==> src/rtl/regfile_wb_arbiter.sv <==
// ============================================================================
// Module   : regfile_wb_arbiter
// Arbitrates the register-file write port between pipeline write-back and a
// buffered multi-cycle unit write; the buffered write is forced after MAX_WAIT
// deferrals. Optional macro ZERO_REG_SUPPRESS_EN masks writes to register 0.
// Revision : 1.0
// ============================================================================
`default_nettype none

module regfile_wb_arbiter #(
  parameter int REG_WIDTH = 32,
  parameter int ADDR_SIZE = 5,
  parameter int MAX_WAIT  = 4
) (
  input  logic                 clk,
  input  logic                 rst_n,
  input  logic                 wb_valid,
  input  logic [ADDR_SIZE-1:0] wb_addr,
  input  logic [REG_WIDTH-1:0] wb_data,
  input  logic                 mc_valid,
  output logic                 mc_ready,
  input  logic [ADDR_SIZE-1:0] mc_addr,
  input  logic [REG_WIDTH-1:0] mc_data,
  output logic                 pipe_stall,
  output logic                 mc_pending,
  output logic [ADDR_SIZE-1:0] mc_pending_addr,
  output logic                 RegWrite,
  output logic [ADDR_SIZE-1:0] write_register,
  output logic [REG_WIDTH-1:0] write_data
);

  typedef enum logic [1:0] {
    IDLE  = 2'd0,
    HOLD  = 2'd1,
    FORCE = 2'd2
  } state_t;

  localparam logic [3:0] c_max_wait = 4'(MAX_WAIT);

  state_t               r_state;
  state_t               w_state_nxt;
  logic [3:0]           r_wait_cnt;
  logic [3:0]           w_wait_cnt_nxt;
  logic [ADDR_SIZE-1:0] r_buf_addr;
  logic [REG_WIDTH-1:0] r_buf_data;
  logic                 w_capture;
  logic                 w_grant;
  logic                 w_we;
  logic [ADDR_SIZE-1:0] w_grant_addr;
  logic [REG_WIDTH-1:0] w_grant_data;

  always_comb begin
    w_state_nxt    = r_state;
    w_wait_cnt_nxt = r_wait_cnt;
    w_capture      = 1'b0;
    w_grant        = 1'b0;
    w_grant_addr   = wb_addr;
    w_grant_data   = wb_data;
    case (r_state)
      IDLE: begin
        w_grant = wb_valid;
        if (mc_valid) begin
          w_capture      = 1'b1;
          w_wait_cnt_nxt = 4'd0;
          w_state_nxt    = HOLD;
        end
      end
      HOLD: begin
        w_grant = 1'b1;
        if (!wb_valid) begin
          w_grant_addr = r_buf_addr;
          w_grant_data = r_buf_data;
          w_state_nxt  = IDLE;
        end else if (wb_addr == r_buf_addr) begin
          // Younger pipeline write to the same register supersedes the buffer
          w_state_nxt = IDLE;
        end else begin
          w_wait_cnt_nxt = r_wait_cnt + 4'd1;
          if (r_wait_cnt + 4'd1 == c_max_wait) begin
            w_state_nxt = FORCE;
          end
        end
      end
      FORCE: begin
        w_grant      = 1'b1;
        w_grant_addr = r_buf_addr;
        w_grant_data = r_buf_data;
        w_state_nxt  = IDLE;
      end
      default: begin
        w_state_nxt = IDLE;
      end
    endcase
  end

`ifdef ZERO_REG_SUPPRESS_EN
  assign w_we = w_grant && (w_grant_addr != '0);
`else
  assign w_we = w_grant;
`endif

  always_ff @(posedge clk or negedge rst_n) begin
    if (!rst_n) begin
      r_state        <= IDLE;
      r_wait_cnt     <= 4'd0;
      r_buf_addr     <= '0;
      r_buf_data     <= '0;
      RegWrite       <= 1'b0;
      write_register <= '0;
      write_data     <= '0;
    end else begin
      r_state    <= w_state_nxt;
      r_wait_cnt <= w_wait_cnt_nxt;
      if (w_capture) begin
        r_buf_addr <= mc_addr;
        r_buf_data <= mc_data;
      end
      RegWrite <= w_we;
      if (w_grant) begin
        write_register <= w_grant_addr;
        write_data     <= w_grant_data;
      end
    end
  end

  assign mc_ready        = (r_state == IDLE);
  assign mc_pending      = (r_state != IDLE);
  assign pipe_stall      = (r_state == FORCE);
  assign mc_pending_addr = mc_pending ? r_buf_addr : '0;

endmodule

`default_nettype wire

==> config.mk <==
export PLATFORM = sky130hd
export DESIGN_NAME = regfile_wb_arbiter
export DESIGN_NICKNAME = d
export VERILOG_FILES = /design/src/rtl/regfile_wb_arbiter.sv
export SDC_FILE = /design/constraint.sdc
export NUM_CORES = 1
export LEC_CHECK = 0
export BUFFER_PORTS_ARGS = -buffer_cell sky130_fd_sc_hd__buf_2
export CORE_AREA = 2 2 81 160
export CTS_BUF_LIST = sky130_fd_sc_hd__clkbuf_4
export CTS_CLUSTER_SIZE = 12
export DETAILED_ROUTE_END_ITERATION = 7
export DIE_AREA = 0 0 83 162
export SYNTH_ARGS = -nofsm -noshare
export SYNTH_HDL_FRONTEND = slang
export SYNTH_SLANG_ARGS = --single-unit
==> constraint.sdc <==
create_clock -name clk -period 1.8 [get_ports clk]
set_clock_uncertainty 0.05 [all_clocks]
set_input_delay 0.36 -clock clk [delete_from_list [all_inputs] [get_ports clk]]
set_output_delay 0.36 -clock clk [all_outputs]
set_load 0.03 [all_outputs]
# --- Yosys cells after proc, flatten, opt, wreduce, memory -nomap -nowiden ---
# Cells that the tools add are included.
op_classes:
  muxes: 17
  n_addsub: 1
  eq_ne: 8
  reduce_logical: 6
ops:
  columns: ["op", "n"]
  rows:
  - ["$pmux W32 S2", 1]
  - ["$mux W32", 1]
  - ["$mux W4", 3]
  - ["$mux W5", 2]
  - ["$pmux W5 S2", 1]
  - ["$mux W2", 4]
  - ["$pmux W4 S2", 1]
  - ["$ne A2 B2 Y1 const B", 3]
  - ["$eq A5 B5 Y1", 1]
  - ["$add A4 B1 Y4 const B", 1]
  - ["$eq A4 B3 Y1 const B", 1]
  - ["$ne A4 B4 Y1 const B", 1]
  - ["$pmux W2 S2", 1]
  - ["$reduce_and A4 Y1", 1]
  - ["$reduce_bool A2 Y1", 2]
  - ["$eq A2 B1 Y1 const B", 1]
  - ["$eq A2 B2 Y1 const B", 1]
  - ["$logic_not A2 Y1", 1]
  - ["$mux W1", 2]
  - ["$pmux W1 S2", 1]
  - ["$reduce_and A2 Y1", 1]
  - ["$reduce_or A2 Y1", 1]
word_totals:
  out_inout_bits: 46
  reg_bits: 81
  in_bits: 78
  word_cells: 39

# --- Depth between registers and ports, before layout ---
depth:
  depth_word: 6
  ltp_mapped: 9
  mapped_depth_nobuf: 7

# --- Worst setup path after synthesis ---
# No wires, ideal clock.
synth_timing:
  path_type: "reg-to-reg"
  startpoint: "reg r_state[0]"
  endpoint: "reg r_wait_cnt[2]"
  setup_slack_ps: -297
  stages_incl_launch_ff: 8
  path_buffers: 0
  period_less_slack_ps: 2097
  t_arrival_ps: 1927
  t_required_ps: 1629
  setup_ps: 121
  cell_sequence: "dfrtp_1 inv_1 ha_1 inv_1 nor2_1 nor2_1 mux2_1 a22o_1"
synth_via:
  elab_chain_len: 3
synth_lines:
  columns: ["item", "line", "rtl"]
  rows:
  - ["from (decl)", "40", "state_t r_state;"]
  - ["from (signal assigned)", "112", "r_state <= w_state_nxt;"]
  - ["$logic_not A2 Y1 *", null, null]
  - ["via mc_ready", "21", "output logic mc_ready,"]
  - ["$ne A2 B2 Y1 (no line) / $reduce_bool A2 Y1 (equally long branches)", null, null]
  - ["$reduce_and A4 Y1 (no line)", null, null]
  - ["to (signal assigned)", "113", "r_wait_cnt <= w_wait_cnt_nxt;"]
  - ["to (decl)", "42", "logic [3:0] r_wait_cnt;"]
# Mark *: on every way through the listed nets, which the timed path passes. The rest lies on a longest branch.
# A chain may end at the register's enable or synchronous reset.

# --- Worst setup path after layout ---
layout_timing:
  startpoint: "reg r_state[1]"
  endpoint: "out mc_pending_addr[2]"
layout_via:
  elab_chain_len: 2
layout_lines:
  columns: ["item", "line", "rtl"]
  rows:
  - ["$reduce_bool A2 Y1", "127", "assign mc_pending = (r_state != IDLE);"]
  - ["$mux W5", "129", "assign mc_pending_addr = mc_pending ? r_buf_addr : '0;"]
  - ["to (decl)", "26", "output logic [ADDR_SIZE-1:0] mc_pending_addr,"]
# Every way passes these cells.

==> out/qor_table.md <==
| Parameter | This run |
| --- | --- |
| Worst Slack Setup Final | -102 ps |
| Final-report hold violation count | 0 |
| Area fraction in compound gates after synthesis | 15.0% |
| Worst reg2reg endpoint | write_data[15] |
| Residual DRC count | 0 |
| Result of the run | complete, but fails checks |
| Combinational group share of total power | 55.5% |
| Adder and majority gate portion of the synthesized area | 2.44% |
| Placement-stage worst setup slack | 44.3 ps |
| Maximum vdd drop | 0.847 mV |
| Die Y-Extent | 162 um |
| Growth of design area from synthesis to finish | 44.4% |
| Leakage power figure | 0.00232 uW |
| Share of the synthesized netlist area taken by xor and xnor gates | 1.71% |
| Core Rows | 57 |
| Final count of negative-setup-slack endpoints | 43 |
| Clock Tree Buf Depth | 2 |
| Drt via density | 4.96 |
| Switching share of total power | 45.4% |
| Grt total ovfl | 0 |
| Reg power frac | 34.3% |
| Total number of H-tree levels | 3 |
| Minimum period implied by the final worst setup slack | 1900 ps |
| Placed wire-length estimate | 7230 um |
| Post-synthesis sequential element count | 81 |
| Clock transition time at the flip-flop clock pins of the worst setup and hold paths | 150 ps |
| Sw Pwr | 4440 uW |
| Critical path startpoint | r_state[1] |
| Crit path max fanout | 5 |
| Clock net sink count | 81 |
| Remaining antenna violation count | 0 |
| DR pass1 iterations | 4 |
| Combined area of the multi-input logic cells | 0.00178 mm2 |
| Main combinational cell family by area after synthesis | compound AO/OA/AOI/OAI gates |
| Register area | 0.00203 mm2 |
| Critical Path Start Type | flip-flop |
| Cell internal power dissipation | 5330 uW |
| F_max | 526 MHz |
| Routability Congestion | 0.801 |
| Signal arrival time at the worst endpoint | 1490 ps |
| Clock root buffer master | sky130_fd_sc_hd__clkbuf_4 |
| Total nets after synthesis | 399 |
| Layout fillers | 1166 |
| Overall routed net length | 10600 um |
| Simple logic cell fraction of the synthesized area | 8.61% |
| Post-DR wirelength/cell | 17.3 um |
| Cells after Synth | 314 |
| Unrepaired setup endpoints after global routing | yes |
| Power density of the placed cells | 1880 mW/mm2 |
| Number of global-route vias before repair | 3102 |
| Via Count | 3038 |
| Area of the placeable core | 0.0122 mm2 |
| Antenna violations before repair | 1 |
| Violated checks | setup timing |
| Largest net degree at the start of global routing | 61 |
| Worst Reg-to-Reg Cells | 9 |
| Final count of pins violating max slew | 0 |
| Count of unique library cells instantiated by Yosys | 28 |
| Initial Utilization | 29.4% |
| GR Util All Layers | 14.6% |
| Termination of the worst setup path | mc_pending_addr[2] |
| TritonCTS clock tree | done |
| Die outline width | 83 um |
| Tightest Hold Check Type | input pin to flip-flop |
| Number of max-cap violations | 0 |
| Fraction of final layout cells with drive strength greater than 1 | 58.7% |
| # nets final | 545 |
| Worst relative slew slack | 75.3% |
| Warnings from Yosys | 0 |
| Multiplexer fraction of the synthesized cell area | 12.8% |
| Wire length of the first global-routing pass | 15400 um |
| Share of the yosys chip area belonging to registers | 56.5% |
| Synth Area per Inst | 11.4 um2 |
| Worst-skew pair later-pin latency | 430 ps |
| Critical path type | flip-flop to primary output |
| Port buffer count | 123 |
| Num CTS Buffers | 9 |
| Clock power frac | 10.1% |
| CP endpoint kind | primary output |
| Ports | 124 |
| Total standard cell area after synthesis | 0.00359 mm2 |
| Final core area utilization | 42.5% |
| Total negative slack for setup checks | -1440 ps |
| Transition at the pin with the smallest max-transition slack | 370 ps |
| Reg-to-Reg Start | r_state[1] |
| Detailed Route Iter0 Violations | 85 |
| Worst setup slack for register-to-register paths | -80 ps |
| Area of the die | 0.0134 mm2 |
| CP Data Required Time | 1390 ps |
| Tcrit/Tclk final | 106% |
-- cell usage after synthesis, drive strengths merged --
| master | number | area share, % |
|---|---|---|
| nand4 | 1 | 0.17 |
| nor2b | 6 | 1.0 |
| nor2 | 46 | 4.8 |
| mux2i | 2 | 0.56 |
| xor2 | 7 | 1.7 |
| nand2 | 5 | 0.52 |
| and3 | 1 | 0.17 |
| a22oi | 37 | 7.7 |
| o2111ai | 1 | 0.24 |
| or3 | 1 | 0.17 |
| dfrtp | 81 | 56 |
| clkbuf | 4 | 0.42 |
| a22o | 1 | 0.24 |
| inv | 3 | 0.31 |
| o21ai | 3 | 0.42 |
| nand3b | 1 | 0.21 |
| nor3 | 2 | 0.42 |
| buf | 16 | 2.2 |
| nand2b | 1 | 0.17 |
| mux2 | 39 | 12 |
| o21a | 2 | 0.42 |
| nand3 | 4 | 0.56 |
| nor4 | 1 | 0.35 |
| a21oi | 42 | 6.0 |
| ha | 7 | 2.4 |
-- worst min path at each step --
stage	startpoint	depth (start not counted)	end
after floorplan	rst_n	0	RegWrite
after global placement	rst_n	1	r_buf_data[0]
after detailed placement	rst_n	1	r_buf_data[4]
after CTS	mc_data[14]	2	r_buf_data[14]
after global routing	mc_data[31]	2	r_buf_data[31]
final	mc_data[14]	2	r_buf_data[14]
-- power groups by stage --
stage                     sequential [uW]  combinational, uW  clock (uW)
after floorplan                      4110               2310           0
after global placement               3270               4530           0
after detailed placement             3320               4640           0
after CTS                            3270               4810        1050
after global routing                 3480               5810        1120
final                                3350               5420         990
-- critical path: stages, from the launching register on --
cell and delay [ps]:
sky130_fd_sc_hd__dfrtp_1 410, sky130_fd_sc_hd__inv_2 70, sky130_fd_sc_hd__ha_4 180, sky130_fd_sc_hd__buf_6 130, sky130_fd_sc_hd__nor2b_1 110, sky130_fd_sc_hd__buf_4 170
-- stage by stage --
stage	instances	hold slack, ps	instance area [um2]	total power, uW
after floorplan	314	14.4	3620	6410
after global placement	579	250	4530	7800
after detailed placement	579	252	4530	7960
after CTS	603	43.9	4760	9130
after global routing	613	38.4	5180	10400
final	613	87.4	5180	9760
-- final cells by class --
class / count / share of cell area, %
flip-flops and latches: 81 / 39.1
clock inverters: 7 / 1.04
repair buffers: 155 / 20.3
diodes: 1 / 0.0483
clock buffers: 9 / 1.30
multi-input cells: 210 / 34.3
well taps: 147 / 3.55
inverters: 3 / 0.290
-- placed cells by master (no fill, tap or decap), types with 2 or more instances in the layout --
master,n
sky130_fd_sc_hd__mux2i_1,2
sky130_fd_sc_hd__xor2_1,6
sky130_fd_sc_hd__o21ai_0,2
sky130_fd_sc_hd__a21oi_2,9
sky130_fd_sc_hd__nor2b_4,2
sky130_fd_sc_hd__dfrtp_1,80
sky130_fd_sc_hd__clkinv_4,2
sky130_fd_sc_hd__mux2_2,37
sky130_fd_sc_hd__buf_6,9
sky130_fd_sc_hd__clkbuf_4,9
sky130_fd_sc_hd__nand2_2,3
sky130_fd_sc_hd__nor2b_1,4
sky130_fd_sc_hd__a22oi_2,36
sky130_fd_sc_hd__buf_12,7
sky130_fd_sc_hd__nor2_1,43
sky130_fd_sc_hd__nand3_1,4
sky130_fd_sc_hd__clkbuf_16,3
sky130_fd_sc_hd__buf_4,21
sky130_fd_sc_hd__nand2_1,2
sky130_fd_sc_hd__clkinvlp_4,2
sky130_fd_sc_hd__mux2_1,2
sky130_fd_sc_hd__a21oi_1,32
sky130_fd_sc_hd__ha_1,4
sky130_fd_sc_hd__nor2_4,2
sky130_fd_sc_hd__buf_2,114
sky130_fd_sc_hd__ha_4,3
sky130_fd_sc_hd__inv_2,2
-- flip-flops by register name, summed over array words and instances (netlist names) --
name	count
r_buf_addr	5
write_register	5
r_buf_data	32
r_wait_cnt	4
write_data	32
RegWrite	1
r_state	2
-- repair_timing --
item / in CTS / in global routing
cloned: 0 / 4
endpoints found under the setup margin: 8 / 45
pin swaps: 1 / 38
gates resized for setup: 13 / 67
buffers inserted: 7 / 5
hold endpoints to repair: 22 / 0
hold buffers: 1 / 0
-- layer usage --
metal | part of all wire (%) | global-route usage, % | routed length (um)
met5 | 0 | 0 | 0
met4 | 3.2 | 7.68 | 336
met3 | 3.5 | 3.25 | 375
met1 | 35 | 14.7 | 3680
met2 | 58 | 27.4 | 6180
-- kinds of logic after synthesis --
group,count (synthesis)
multiplexers,41
AO/OA/AOI/OAI,86
AND/OR/NAND/NOR,69
flip-flops,81
XOR/XNOR,7
adder cells (fa/ha/maj),7
buffers and inverters,23
(Power assumes the default switching activity.)
